File: config.mk
export PLATFORM = sky130hd
export DESIGN_NAME = ymc_ctrl
export DESIGN_NICKNAME = d
export VERILOG_FILES = /design/src/rtl/ymc_ctrl.sv
export SDC_FILE = /design/constraint.sdc
export NUM_CORES = 1
export LEC_CHECK = 0
export ABC_AREA = 1
export CORE_UTILIZATION = 46
export DETAILED_ROUTE_END_ITERATION = 16
export DONT_BUFFER_PORTS = 1
export GPL_TIMING_DRIVEN = 0
export HOLD_SLACK_MARGIN = 0.03
export PLACE_DENSITY = 0.57
export SETUP_SLACK_MARGIN = 0.1
export SLEW_MARGIN = 15
export SYNTH_ARGS = -nofsm -noshare
export SYNTH_HDL_FRONTEND = slang
export SYNTH_SLANG_ARGS = --single-unit
File: constraint.sdc
create_clock -name clk -period 1.59 [get_ports clk]
set_input_delay 0.3975 -clock clk [delete_from_list [all_inputs] [get_ports clk]]
set_output_delay 0.3975 -clock clk [all_outputs]
set_load 0.1 [all_outputs]
File: src/rtl/ymc_ctrl.sv
// Multi-cycle control FSM for the y-series MIPS datapath: issues one datapath
// phase per cycle and tracks interrupts, illegal opcodes and retired instructions.
module ymc_ctrl #(
  parameter int CNT_W = 16
) (
  input  logic             clk,
  input  logic             rst,
  input  logic [5:0]       opcode,
  input  logic [5:0]       funct,
  input  logic             irq,
  output logic             RegDst,
  output logic             RegWrite,
  output logic             ALUSrc,
  output logic [2:0]       op,
  output logic             MemRead,
  output logic             MemWrite,
  output logic             Mem2Reg,
  output logic             branch,
  output logic             jump,
  output logic             INT,
  output logic             pcWrite,
  output logic             irWrite,
  output logic             illegal,
  output logic [CNT_W-1:0] retired
);

  typedef enum logic [2:0] {
    VEC    = 3'd0,
    FETCH  = 3'd1,
    DECODE = 3'd2,
    EXEC   = 3'd3,
    MEM    = 3'd4,
    WB     = 3'd5,
    INTR   = 3'd6,
    HALT   = 3'd7
  } state_t;

  state_t           r_state;
  state_t           w_next;
  state_t           w_after;
  logic [5:0]       r_opreg;
  logic [5:0]       r_functreg;
  logic             r_irq_pend;
  logic             r_illegal;
  logic [CNT_W-1:0] r_retired;

  logic             w_valid;
  logic             w_is_r;
  logic             w_is_addi;
  logic             w_is_lw;
  logic             w_is_sw;
  logic             w_is_beq;
  logic             w_is_j;
  logic [2:0]       w_rop;
  logic             w_boundary;

  // Legality is judged on the live instruction bits while in DECODE.
  always_comb begin
    w_valid = 1'b0;
    case (opcode)
      6'h00: w_valid = (funct == 6'h24) || (funct == 6'h25) || (funct == 6'h20) ||
                       (funct == 6'h22) || (funct == 6'h2a);
      6'h08, 6'h23, 6'h2b, 6'h04, 6'h02: w_valid = 1'b1;
      default: w_valid = 1'b0;
    endcase
  end

  assign w_is_r    = (r_opreg == 6'h00);
  assign w_is_addi = (r_opreg == 6'h08);
  assign w_is_lw   = (r_opreg == 6'h23);
  assign w_is_sw   = (r_opreg == 6'h2b);
  assign w_is_beq  = (r_opreg == 6'h04);
  assign w_is_j    = (r_opreg == 6'h02);

  always_comb begin
    case (r_functreg)
      6'h24:   w_rop = 3'b000;
      6'h25:   w_rop = 3'b001;
      6'h22:   w_rop = 3'b110;
      6'h2a:   w_rop = 3'b111;
      default: w_rop = 3'b010;
    endcase
  end

  assign w_after = r_irq_pend ? INTR : FETCH;

  // NOTE: every output and w_next gets a default first, so no path through
  // the case statement can leave a value unassigned and infer a latch.
  always_comb begin
    RegDst   = 1'b0;
    RegWrite = 1'b0;
    ALUSrc   = 1'b0;
    op       = 3'b010;
    MemRead  = 1'b0;
    MemWrite = 1'b0;
    Mem2Reg  = 1'b0;
    branch   = 1'b0;
    jump     = 1'b0;
    INT      = 1'b0;
    pcWrite  = 1'b0;
    irWrite  = 1'b0;
    w_next   = r_state;
    case (r_state)
      VEC: begin
        INT     = 1'b1;
        pcWrite = 1'b1;
        w_next  = FETCH;
      end
      FETCH: begin
        irWrite = 1'b1;
        w_next  = DECODE;
      end
      DECODE: w_next = w_valid ? EXEC : HALT;
      EXEC: begin
        if (w_is_r) begin
          RegDst = 1'b1;
          op     = w_rop;
          w_next = WB;
        end else if (w_is_addi) begin
          ALUSrc = 1'b1;
          w_next = WB;
        end else if (w_is_lw || w_is_sw) begin
          ALUSrc = 1'b1;
          w_next = MEM;
        end else if (w_is_beq) begin
          op      = 3'b110;
          branch  = 1'b1;
          pcWrite = 1'b1;
          w_next  = w_after;
        end else if (w_is_j) begin
          jump    = 1'b1;
          pcWrite = 1'b1;
          w_next  = w_after;
        end else begin
          w_next = HALT;
        end
      end
      MEM: begin
        ALUSrc = 1'b1;
        if (w_is_lw) begin
          MemRead = 1'b1;
          w_next  = WB;
        end else begin
          MemWrite = 1'b1;
          pcWrite  = 1'b1;
          w_next   = w_after;
        end
      end
      WB: begin
        // ALU/memory controls repeat the previous phase so z and memOut hold.
        RegWrite = 1'b1;
        pcWrite  = 1'b1;
        if (w_is_r) begin
          RegDst = 1'b1;
          op     = w_rop;
        end else begin
          ALUSrc  = 1'b1;
          MemRead = w_is_lw;
          Mem2Reg = w_is_lw;
        end
        w_next = w_after;
      end
      INTR: begin
        INT     = 1'b1;
        pcWrite = 1'b1;
        w_next  = FETCH;
      end
      HALT:    w_next = HALT;
      default: w_next = HALT;
    endcase
  end

  assign w_boundary = pcWrite && (r_state != VEC) && (r_state != INTR);

  // NOTE: state registers use non-blocking assignments so every flop samples
  // pre-edge values regardless of the order statements are evaluated in.
  always_ff @(posedge clk or posedge rst) begin
    if (rst) begin
      r_state    <= VEC;
      r_opreg    <= '0;
      r_functreg <= '0;
      r_irq_pend <= 1'b0;
      r_illegal  <= 1'b0;
      r_retired  <= '0;
    end else begin
      r_state <= w_next;
      if (r_state == DECODE) begin
        r_opreg    <= opcode;
        r_functreg <= funct;
        if (!w_valid) r_illegal <= 1'b1;
      end
      if (w_boundary) r_retired <= r_retired + CNT_W'(1);
      // A request arriving on the INTR-entry edge survives the clear.
      if (irq && (r_state != HALT)) r_irq_pend <= 1'b1;
      else if (w_next == INTR)      r_irq_pend <= 1'b0;
    end
  end

  assign illegal = r_illegal;
  assign retired = r_retired;

endmodule

== After elaboration in Yosys (flattened, before gate mapping) ==
Cells that the tools add are included.

* $add $sub $neg: 1
* Eq/ne operators: 29
* Muxes and demuxes: 51
* Bitwise gates (word level): 1
* Reductions and logical operators: 18

{| class="wikitable"
|+ Operators by type and width
! kind !! number
|-
| $eq 6x6->1 const B || 13
|-
| $mux 3 || 13
|-
| $mux 1 || 31
|-
| $pmux 3 s7 || 1
|-
| $add 16x1->16 const B || 1
|-
| $eq 3x3->1 const B || 5
|-
| $eq 6x2->1 const B || 2
|-
| $eq 6x3->1 const B || 2
|-
| $eq 6x4->1 const B || 2
|-
| $logic_not 6->1 || 2
|-
| $pmux 3 s4 || 1
|-
| $eq 3x2->1 const B || 2
|-
| $ne 3x3->1 const B || 2
|-
| $pmux 1 s3 || 2
|-
| $pmux 3 s2 || 1
|-
| $logic_or 1x1->1 || 5
|-
| $reduce_or 5->1 || 1
|-
| $pmux 1 s2 || 2
|-
| $reduce_or 2->1 || 2
|-
| $eq 3x1->1 const B || 1
|-
| $logic_and 1x1->1 || 3
|-
| $logic_not 3->1 || 1
|-
| $reduce_bool 3->1 || 1
|-
| $reduce_or 3->1 || 1
|-
| other kinds (3) || 3
|}

* Bits in registers: 33
* Input bits: 15
* Output and inout bits: 31
* Logic and storage cells: 106

== Depth between registers and ports, before layout ==
* Word-level depth: 11
* Depth in mapped cells: 11
* Depth with buffers taken out: 11

== Worst setup path after synthesis ==
Ideal clock, no wire load.

* Path type: flip-flop to output port
* Start point: reg r_state[1]
* End point: out op[0]
* Arrival time: 6110 ps
* Required time: 1192 ps
* Path slack: -4918 ps
* Stages on the path, launching flop included: 8
* Path buffers: 0
* Cells stage by stage: dfrtp_1 inv_1 nand2_1 nor2_2 nor2_1 nor2_1 nand3_1 o22ai_1

* Longest elaborated chain between the ends: 2
* Elaborated cells on any way between the ends: 3
* Those cells by class: eq/ne (2); mux (1)

{| class="wikitable"
|+ RTL lines
! what !! RTL line !! RTL
|-
| from (decl) || 38 || <nowiki>state_t r_state;</nowiki>
|-
| from (signal assigned) || 186 || <nowiki>r_state <= w_next;</nowiki>
|-
| $eq 3x3->1 / $eq 3x2->1 (equally long branches) || 103 || <nowiki>case (r_state)</nowiki>
|-
| $pmux 3 s2 * || 103 ||
|-
| to (decl) || 14 || <nowiki>output logic [2:0] op,</nowiki>
|}

Mark *: on every way between the ends. The rest lies on a longest branch, timed or not.

== Worst setup path after layout ==
Same ends and word-level chain as after synthesis.

==> impl_metrics.toml <==
[routing]
detail-route-antenna-nets = 0
vias = 1947
vias_per_cell = 5.22
drt-total-wl_microns = 4810
wl_per_cell_microns = 12.9
drc = 0
first_iter_violations = 159
drtPass1Iterations = 4

[logic_synthesis]
yosysSeqAreaShare_pct = 40.7
synth_cell_types = 25
ys_ff_latch = 33
netlist_top_cells_area = "dfrtp_1 41%, nand2_1 18%, nor2_1 8.5%"
yosys_warnings = 0
synth_area_leader_cell = "dfrtp_1"
syn-num-nets = 318
yosysTopAreaCellShare_pct = 40.7
syn_inst = 302
avgSynthCellArea_sq_um = 6.72
synthesis.area_sq_um = 2030

[global_routing]
antenna_found_initial = 0
grt-ovfl-total = 0
grt_pass1_wl_microns = 7610
grt_pass1_vias = 1723
grt_max_degree = 34
grt_usage_pct = 22.3

[final_layout]
layout.nets = 338
fin_area_sq_um = 2580
layout_commonest_cell = "nand2_1"
most-common-layout-cells = "92 x nand2_1, 36 x nor2_1, 34 x inv_1"
area_growth_pct = 27.1
fillCellCount = 366
final_layout_size_suffix_gt1_share_pct = 24.5
final_cells = 373
antenna_cells = 0

[worst_hold_path]
hold_class = "primary input to asynchronous set/reset pin"

[die]
die_w_microns = 68.4
io_pins = 46
start_util_pct = 49.3
core-area_sq_um = 4120
die_h_microns = 68.4
row_count = 23
dieArea_sq_um = 4680

[worst_setup_path]
r2r-start = "r_state[2]$_DFF_PP0_"
r2r-end = "retired[3]$_DFFE_PP0P_"
worstPathRequired_ps = 1190
worst_path_most_repeated_cell = "nor2_4"
r2r_setup_slack_ps = -740
end_kind = "output port"
cp.arrival_ps = 3190
critPathSlowestCell = "o22ai_4"
worstPathCellList = "inv_2 > nand2_4 > nor2_4 > nor2_4 > nor2_4 > nand3_4 > o22ai_4"
crit_type = "flip-flop to output port"
reg2reg_depth = 12
crit_path_max_fanout = 4
startpoint_type = "flip-flop"
slowest_delay_ps = 700

[timing]
report.final.slew_viol_count = 0
setup_viol = 31
worstMarginPinSlew_ps = 1050
setup-tns-final_ps = -22180
fmax_mhz = 279
grt_setup_unrepaired = "yes"
fin_ws_ps = -2000
finalHoldViolCount = 0
finalCriticalPeriod_ps = 3590
max_slew_margin_pct = 30.1
final.setup_skew_ps = 7.11
timing.final.crit_share_pct = 226
timing.hold.ws_ps = 92.0

[clocking]
cts.sinks = 33
cts_root_buf = "clkbuf_8"
clkLatencyLatePin_ps = 290
h-tree-depth = 2
cts_tree = "done"
cts_buffer_depth = 2
cts_buffers = 5
clkTransAtPathRegs_ps = 70

[power]
power.share.switching_pct = 54.1
ir_drop_uv = 1280
clock_power_share_pct = 16.7
leakagePower_nw = 1.17
p_switching_mw = 3.06
power.density_nw_per_um2 = 2190
power_frac_comb_pct = 52.7
seqPwrFrac_pct = 30.6
p_int_mw = 2.60

[placed_design]
dp_hpwl_microns = 3470
placed_area_sq_um = 2230
dp_cells = 354
dpl_worst_slack_ps = -1850
gp_congestion = 0.834
portBuffers = 0

[flow_run]
drv_cap = 0

[status]
failed_checks = "setup timing"
outcome = "finished, violations left"
## layer usage
metal  up-vias  GRT usage (%)  wire, microns
li1        980              -              -
met1       908           29.0           2240
met2        51           34.1           2230
met3         8           7.67            273
met4         0           7.55             64
met5         -              0              0
## worst max-delay path: cells and delay by family, from the launching register on
kind	cells	cell delay, ps
and+or+nand+nor	5	1700
AOI/OAI and AO/OA	1	700
DFF	1	400
buffers and inverters	1	80
## power by group through the flow
| stage | Sequential [mW] | Combinational [mW] | Clock (mW) |
|---|---|---|---|
| floorplan | 1.68 | 2.08 | 0 |
| global placement | 1.73 | 2.36 | 0 |
| detailed placement | 1.74 | 2.50 | 0 |
| CTS | 1.73 | 2.84 | 0.960 |
| global route | 1.77 | 3.24 | 1.00 |
| finish | 1.73 | 2.98 | 0.942 |
## timing repair
action                     4_1_cts  5_1_grt
buffers inserted                 7        4
setup endpoints to repair       63       46
gates resized for setup         36       12
hold buffers                     0        0
pin swaps                        9        7
## synth_stat cells
cell,n
a22oi_1,1
nor4_1,1
xor2_1,3
inv_1,42
nand3_1,24
nand3b_1,3
buf_6,2
nand4_1,4
nand2_4,1
xnor2_1,5
nor3_2,1
nor2_1,46
clkbuf_1,1
dfrtp_1,33
o22ai_1,1
buf_2,1
nand3_2,1
o21ai_0,16
o21ai_1,5
ha_1,1
nand2_1,96
a21oi_1,3
inv_4,1
nor3_1,6
nor2_2,4
## kinds of logic (layout without fill, tap and decap cells)
family	count (synthesis)	count (layout)	share of synthesized area [%]
AO/OA/AOI/OAI	26	26	6.59
adder cells (fa/ha/maj)	1	1	0.616
flip-flops	33	33	40.7
XOR/XNOR	8	8	3.45
buffers and inverters	47	68	9.61
AND/OR/NAND/NOR	187	187	39.1
## per-stage QoR
stage	utilization (%)	power (mW)
global route	62.7	6.01
CTS	61.3	5.53
finish	62.7	5.66
global placement	53.3	4.09
detailed placement	54.3	4.24
floorplan	-	3.76
## state kept, by name, indices dropped and copies added (netlist names)
name / count
retired: 16
r_functreg: 6
r_opreg: 6
r_state: 3
r_irq_pend: 1
illegal: 1
## final cells by class
cell class | count | area [sq um] | area share (%)
plain buffers | 4 | 38.8 | 1.50
flip-flops and latches | 33 | 848 | 32.9
well taps | 50 | 62.6 | 2.42
clock inverters | 3 | 65.1 | 2.52
inverters | 43 | 174 | 6.74
multi-input cells | 222 | 1200 | 46.7
clock buffers | 5 | 68.8 | 2.67
repair buffers | 13 | 119 | 4.60
## worst max-delay path by stage
stage / start / to / slack [ps] / cells after the start
after global routing: r_state[1]$_DFF_PP0_ / op[0] / -2100 / 7
after floorplan: r_state[1]$_DFF_PP0_ / op[0] / -1690 / 7
after global placement: r_state[1]$_DFF_PP0_ / op[0] / -1830 / 7
after CTS: r_state[1]$_DFF_PP0_ / op[0] / -2000 / 7
final: r_state[1]$_DFF_PP0_ / op[0] / -2000 / 7
after detailed placement: r_state[0]$_DFF_PP0_ / op[0] / -1850 / 7
Power figures use the tool's default switching activity.
